**src/rtl/riscv_mem_stage.sv**
```systemverilog
// MEM stage: EX results to data bus (req/gnt/rvalid) and registered WB fields.
// Formats store byte lanes, extends load data, flags misaligned/illegal ops.
module riscv_mem_stage #(
   parameter int DATA_WIDTH = 32,
   parameter int ADDR_WIDTH = 5
) (
   input  logic                  clk,
   input  logic                  rst,
   input  logic                  ex_valid_i,
   output logic                  ex_ready_o,
   input  logic [DATA_WIDTH-1:0] ex_alu_result_i,
   input  logic                  ex_mem_re_i,
   input  logic                  ex_mem_we_i,
   input  logic [2:0]            ex_funct3_i,
   input  logic [DATA_WIDTH-1:0] ex_mem_wdata_i,
   input  logic                  ex_reg_we_i,
   input  logic                  ex_wdata_mux_i,
   input  logic [ADDR_WIDTH-1:0] ex_dest_reg_i,
   output logic                  data_req_o,
   input  logic                  data_gnt_i,
   output logic [31:0]           data_addr_o,
   output logic                  data_we_o,
   output logic [3:0]            data_be_o,
   output logic [31:0]           data_wdata_o,
   input  logic                  data_rvalid_i,
   input  logic [31:0]           data_rdata_i,
   output logic                  wb_valid_o,
   output logic                  wb_reg_we_o,
   output logic                  wb_wdata_mux_o,
   output logic [ADDR_WIDTH-1:0] wb_dest_reg_o,
   output logic [DATA_WIDTH-1:0] wb_alu_result_o,
   output logic [DATA_WIDTH-1:0] wb_mem_data_o,
   output logic                  lsu_err_o
);

   typedef enum logic [1:0] {IDLE, REQ, WAIT_RVALID} state_t;

   state_t                state;
   logic                  lat_st;
   logic [2:0]            lat_f3;
   logic [1:0]            lat_off;
   logic                  lat_reg_we;
   logic                  lat_mux;
   logic [ADDR_WIDTH-1:0] lat_dest;
   logic [DATA_WIDTH-1:0] lat_alu;

   logic [1:0]            off;
   logic                  is_mem;
   logic                  bad_f3;
   logic                  mis;
   logic                  err;
   logic [3:0]            be;
   logic [31:0]           wdat;
   logic [31:0]           sh;
   logic [DATA_WIDTH-1:0] ld_data;

   assign ex_ready_o = (state == IDLE);
   assign off        = ex_alu_result_i[1:0];
   assign is_mem     = ex_mem_re_i | ex_mem_we_i;

   // re and we both set is treated as a store
   always_comb begin
      bad_f3 = 1'b0;
      if (ex_mem_we_i)
         bad_f3 = (ex_funct3_i >= 3'b011);
      else
         bad_f3 = (ex_funct3_i == 3'b011) ||
                  (ex_funct3_i == 3'b110) ||
                  (ex_funct3_i == 3'b111);
      mis = ((ex_funct3_i[1:0] == 2'b01) && off[0]) ||
            ((ex_funct3_i[1:0] == 2'b10) && (off != 2'b00));
      err = bad_f3 | mis;
   end

   always_comb begin
      be   = 4'b1111;
      wdat = ex_mem_wdata_i[31:0];
      if (ex_mem_we_i) begin
         unique case (ex_funct3_i)
            3'b000: begin
               be   = 4'b0001 << off;
               wdat = {4{ex_mem_wdata_i[7:0]}};
            end
            3'b001: begin
               be   = off[1] ? 4'b1100 : 4'b0011;
               wdat = {2{ex_mem_wdata_i[15:0]}};
            end
            default: begin
               be   = 4'b1111;
               wdat = ex_mem_wdata_i[31:0];
            end
         endcase
      end
   end

   always_comb begin
      sh      = data_rdata_i >> {lat_off, 3'b000};
      ld_data = data_rdata_i;
      unique case (lat_f3)
         3'b000:  ld_data = {{(DATA_WIDTH-8){sh[7]}}, sh[7:0]};
         3'b100:  ld_data = {{(DATA_WIDTH-8){1'b0}}, sh[7:0]};
         3'b001:  ld_data = {{(DATA_WIDTH-16){sh[15]}}, sh[15:0]};
         3'b101:  ld_data = {{(DATA_WIDTH-16){1'b0}}, sh[15:0]};
         default: ld_data = data_rdata_i;
      endcase
   end

   always_ff @(posedge clk) begin
      if (rst) begin
         state           <= IDLE;
         data_req_o      <= 1'b0;
         data_we_o       <= 1'b0;
         data_be_o       <= 4'b0000;
         data_addr_o     <= '0;
         data_wdata_o    <= '0;
         wb_valid_o      <= 1'b0;
         wb_reg_we_o     <= 1'b0;
         wb_wdata_mux_o  <= 1'b0;
         wb_dest_reg_o   <= '0;
         wb_alu_result_o <= '0;
         wb_mem_data_o   <= '0;
         lsu_err_o       <= 1'b0;
         lat_st          <= 1'b0;
         lat_f3          <= '0;
         lat_off         <= '0;
         lat_reg_we      <= 1'b0;
         lat_mux         <= 1'b0;
         lat_dest        <= '0;
         lat_alu         <= '0;
      end else begin
         wb_valid_o <= 1'b0;
         lsu_err_o  <= 1'b0;
         unique case (state)
            IDLE: begin
               if (ex_valid_i) begin
                  if (is_mem && !err) begin
                     lat_st       <= ex_mem_we_i;
                     lat_f3       <= ex_funct3_i;
                     lat_off      <= off;
                     lat_reg_we   <= ex_reg_we_i;
                     lat_mux      <= ex_wdata_mux_i;
                     lat_dest     <= ex_dest_reg_i;
                     lat_alu      <= ex_alu_result_i;
                     data_req_o   <= 1'b1;
                     data_we_o    <= ex_mem_we_i;
                     data_be_o    <= be;
                     data_wdata_o <= wdat;
                     data_addr_o  <= {ex_alu_result_i[31:2], 2'b00};
                     state        <= REQ;
                  end else begin
                     wb_valid_o      <= 1'b1;
                     wb_reg_we_o     <= ex_reg_we_i & ~is_mem;
                     wb_wdata_mux_o  <= ex_wdata_mux_i;
                     wb_dest_reg_o   <= ex_dest_reg_i;
                     wb_alu_result_o <= ex_alu_result_i;
                     wb_mem_data_o   <= '0;
                     lsu_err_o       <= is_mem;
                  end
               end
            end
            REQ: begin
               if (data_gnt_i) begin
                  data_req_o <= 1'b0;
                  state      <= WAIT_RVALID;
               end
            end
            WAIT_RVALID: begin
               if (data_rvalid_i) begin
                  wb_valid_o      <= 1'b1;
                  wb_reg_we_o     <= lat_reg_we;
                  wb_wdata_mux_o  <= lat_mux;
                  wb_dest_reg_o   <= lat_dest;
                  wb_alu_result_o <= lat_alu;
                  wb_mem_data_o   <= lat_st ? '0 : ld_data;
                  state           <= IDLE;
               end
            end
            default: state <= IDLE;
         endcase
      end
   end

endmodule

```
**config.mk**
```make
export PLATFORM = sky130hd
export DESIGN_NAME = riscv_mem_stage
export DESIGN_NICKNAME = d
export VERILOG_FILES = /design/src/rtl/riscv_mem_stage.sv
export SDC_FILE = /design/constraint.sdc
export NUM_CORES = 1
export LEC_CHECK = 0
export BUFFER_PORTS_ARGS = -buffer_cell sky130_fd_sc_hd__buf_2
export CORE_ASPECT_RATIO = 0.9
export CORE_MARGIN = 8
export CORE_UTILIZATION = 41
export DETAILED_ROUTE_END_ITERATION = 8
export PLACE_DENSITY = 0.7
export SLEW_MARGIN = 20
export SYNTH_ARGS = -nofsm -noshare
export SYNTH_HDL_FRONTEND = slang
export SYNTH_SLANG_ARGS = --single-unit
```
**constraint.sdc**
```tcl
create_clock -name clk -period 2.11 [get_ports clk]
set_input_delay 0.3165 -clock clk [delete_from_list [all_inputs] [get_ports clk]]
set_output_delay 0.3165 -clock clk [all_outputs]
set_load 0.01 [all_outputs]
```
# Word-level counts from Yosys, hierarchy flattened
# Cells that the tools add are included.
[classes]
n_lt_le_gt_ge = 1
n_eq_ne = 16
shifts = 2
mux = 41
n_bitwise = 6
reduce_logical = 18
[op_table]
columns = ["operator", "n"]
rows = [
  ["$mux 32", 8],
  ["$pmux 32 s2", 3],
  ["$pmux 32 s4", 1],
  ["$shr 32x5->16", 1],
  ["$mux 5", 3],
  ["$mux 1", 13],
  ["$eq 3x3->1 const B", 4],
  ["$reduce_and 4->1", 3],
  ["$pmux 5 s2", 1],
  ["$mux 2", 4],
  ["$mux 4", 2],
  ["$ne 2x2->1 const B", 4],
  ["$pmux 1 s2", 4],
  ["$pmux 4 s2", 1],
  ["$eq 3x1->1 const B", 2],
  ["$logic_not 3->1", 2],
  ["$pmux 2 s3", 1],
  ["$reduce_bool 2->1", 3],
  ["$eq 2x1->1 const B", 2],
  ["$eq 2x2->1 const B", 2],
  ["$reduce_or 4->1", 1],
  ["$shl 1x2->4 const A", 1],
  ["$eq 3x2->1 const B", 1],
  ["$ge 3x2->1 const B", 1],
  ["other kinds (9)", 16],
]
[totals]
regBits = 187
inputBits = 113
out_inout_bits = 144
wordCells = 103

# Depth between registers and ports, before layout
[depth]
ltp_word = 10
mapped_depth = 6
ltp_nobuf = 4

# Least setup slack after synthesis
# Ideal clock, no wire load.
[synth_timing]
path_type = "register to register"
start = "reg lat_alu[1] (netlist name)"
end = "reg wb_mem_data_o[22]"
setup_ns = 0.117
t_arrival_ns = 1.636
required_ns = 1.993
setup_slack_ns = 0.356
path_stages_with_launch = 7
period_less_slack_ns = 1.754
cell_sequence = "dfxtp_1 > buf_2 > mux2_1 > a221oi_2 > o21ai_2 > buf_2 > a32o_1"
[synth_lines]
columns = ["element", "line_no", "rtl"]
rows = [
  ["end signal, assigned", "174", "wb_mem_data_o <= lat_st ? '0 : ld_data;"],
  ["end, declared", "32", "output logic [DATA_WIDTH-1:0] wb_mem_data_o,"],
]

==> metrics list <==
- Areal power density over the cells: about 840 mW/mm^2
- For the pin with the worst max-slew slack, the measured transition is slightly above 0.7 ns.
- The critical path is of the reg -> reg type.
* Average footprint of a synthesized cell: around 8.7 um^2
- Die Wd: ~150 um
- Fraction of registers with async set/reset: 0%
- Share of post-route cells with drive strength above 1: around 32%
* Clock tree from TritonCTS: built
* Setup-failing EPs final: 0
- WP data required: 2.42 ns
* Synthesis-to-layout area growth: 27.5%
- Number of design-rule violations left by the first detailed-router iteration: 359
- Final hold viol count: 0
- DR DRC count: 0
- For this run, the detailed router's first-pass iteration total came to 4.
- Unrepaired setup endpoints after global routing: false
* Vias: roughly 6500
- Clock-pin slew was measured on the worst setup and hold paths at roughly 0.06 ns.
- CTS Buf Count: 17
- Data on the critical path arrives at its endpoint at 2.19 ns.
- Of the total synthesized cell area, the portion taken by AND, OR, NAND and NOR gates is between 10 and 15%.
* TNS Setup: 0 ns
- Detail Placement HPWL: between 15000 and 20000 um
- The final layout contains routed wiring with a total length of 21800 um.
- The clock passes through at most 2 buffers.
- For this run, the register share of the synthesized area comes to between 40 and 50%.
- Peak supply drop: 0.000560 V
- Hold timing on the final database bottoms out at a slack of between 0.1 and 0.15 ns.
* Share of the synthesized area in compound gates (AO/OA/AOI/OAI): ~24%
- Initial core utilization: around two fifths
* Cell area after technology mapping: between 0.007 and 0.008 mm^2
- Clock skew on the completed layout was measured at 0.00958 ns.
- Synth warnings: 0
* Leakage power figure: approximately 4 nW
* Antenna Nets Post-Route: 0
- Leading register cell type out of synthesis: dfxtp_1
* Critical path startpoint category: flip-flop
- Summing the areas of all xor and xnor instances in the mapped netlist gives 0% of the synthesized area.
- Crit end category: flip-flop
- The initial antenna violation count came to 3.
- Average wire per cell in the routed design: about 18 um
- In this run the worst path has a maximum fanout of 23.
- The library cell used most frequently in the layout, excluding fill and tap cells, is buf_2.
- Drt via density: approximately 5.3
- Number of clock sinks: around 160
- By area, the combinational part of the netlist is dominated by compound AO/OA/AOI/OAI gates.
- Rows: 45
- Number of I/O port buffers: around 250
* Mapped Cells: a little over 800
- Global routing used 19.8% of the available tracks across all layers.
* Wire length of the first global-routing pass: ~35000 um
- OpenSTA, run right after detailed placement, puts the worst setup slack at ~0.09 ns.
- For this design the top-level I/O count stands at 257.
* Final #Nets: approximately 1100
- After global routing the overflow that remains totals 0.
- Adder-cell share of the synthesized area: 0%
- Once the clock tree was built, the resizer swapped 0 gates to a different size.
* Routability congestion estimate from global placement: 0.826
* Post-synth EDFFs: 0
- The number of pins with negative max-slew slack in the final report came to 0.
- Max-capacitance violation count: 0
- Number of H-tree levels: 4
- The number of global-route vias before repair is around 6500.
- Number of distinct library cell variants in the gate-level netlist after synthesis: 46
* Die area: around 0.022 mm^2
- Setup slack after layout: approximately 0.23 ns
* Number of hold buffers added after cts: 0
* Fmax achieved: between 500 and 600 MHz
* Commonest non-fill, non-tap cells in the layout: buf_2 (253), dfxtp_1 (155), nand2_1 (136)
* Cell at the root of the clock tree: clkbuf_16
- Buffers added to address setup during post-CTS repair amount to 0.
- Hold crit path type: in -> reg
- The core region is around 0.017 mm^2.
- Entering global routing, the biggest net connects 65 pins.
* Clock Latency Late Sink: around 0.42 ns
- The final critical path takes up between 80% and 90% of the cycle.
- Worst slew margin relative to its limit: ~52%
- Vertical die dimension: ~140 um
- Final worst path period need: 1.88 ns
- The run finished with clean final reports.
* Yosys reg bits: about 160
* Multiplexer share of the synthesized area: 8.51%
## final cells by class
type	instances	area, um^2
fill	1588	7900
clock buffer	19	453
tap	211	264
timing repair buffer	276	1510
multi-input combinational	548	3390
inverter	4	15.0
sequential	155	3100
clock inverter	13	190
antenna	3	7.51
## sequential cells by signal (all words and copies together) (netlist names)
| register | flops |
|---|---|
| lat_f3 | 3 |
| wb_dest_reg_o | 5 |
| wb_reg_we_o | 1 |
| data_wdata_o | 32 |
| wb_wdata_mux_o | 1 |
| wb_alu_result_o | 32 |
| lsu_err_o | 1 |
| lat_reg_we | 1 |
| data_be_o | 4 |
| lat_alu | 31 |
| wb_mem_data_o | 32 |
| lat_dest | 5 |
| lat_off | 1 |
| wb_valid_o | 1 |
| lat_mux | 1 |
| data_req_o | 1 |
| state | 2 |
| lat_st | 1 |
## report_power, final
part           internal, mW  leakage [nW]  total, mW  switching (mW)
logic                 0.413          2.43       1.02           0.602
clock network          2.05         0.314       3.31            1.26
registers              3.08          1.26       3.17          0.0936
## cell families (layout without fill, tap and decap cells)
group,count (synthesis),after routing
other,1,5
buffers and inverters,107,312
AO/OA/AOI/OAI,265,265
flip-flops,155,155
AND/OR/NAND/NOR,223,223
multiplexers,58,58
## per-layer routing
| layer | track usage (%) | vias to the layer above | share of wire [%] | routed length, um |
|---|---|---|---|---|
| met5 | 0 | - | 0 | 0 |
| met1 | 24.2 | 3026 | 44 | 9560 |
| met4 | 7.37 | 0 | 2.1 | 459 |
| met2 | 31.7 | 230 | 46 | 10100 |
| li1 | - | 3226 | - | - |
| met3 | 6.83 | 26 | 7.9 | 1730 |
## worst paths after layout
check | from | endpoint | slack, ns | cells past startpoint
max | lat_alu[1] | wb_mem_data_o[30] | 0.23 | 5
min | ex_alu_result_i[28] | lat_alu[28] | 0.14 | 3
max reg2reg | lat_alu[1] | wb_mem_data_o[30] | 0.23 | 5
min reg2reg | data_wdata_o[6] | data_wdata_o[6] | 0.45 | 2
## critical path, cell delays in order (launching register included)
cell and delay, ns:
dfxtp_1 0.48, buf_4 0.30, and4b_1 0.22, a31oi_1 0.21, o21ai_2 0.26, a32o_1 0.30
## cells in the mapped netlist (16+ instances only)
| master | n | area (um^2) |
|---|---|---|
| buf_4 | 36 | 270 |
| a21oi_1 | 132 | 661 |
| nand2b_1 | 33 | 206 |
| clkbuf_1 | 35 | 131 |
| mux2i_1 | 54 | 541 |
| a211oi_1 | 47 | 353 |
| dfxtp_1 | 155 | 3100 |
| nor2_1 | 27 | 101 |
| buf_2 | 30 | 150 |
| o21ai_0 | 17 | 85.1 |
| a32o_1 | 17 | 170 |
| o211ai_1 | 16 | 120 |
| nand2_1 | 136 | 510 |
## per-stage QoR
stage                     total power, mW  cell area [um^2]  utilization, %  std cells
after floorplan                      3.82              7010               -        810
after global placement               4.24              8290            49.2       1194
after detailed placement             4.25              8290            49.2       1194
after CTS                            7.56              8930            53.0       1226
after global routing                 7.79              8940            53.1       1229
final                                7.50              8940            53.1       1229
(Power assumes the default switching activity.)
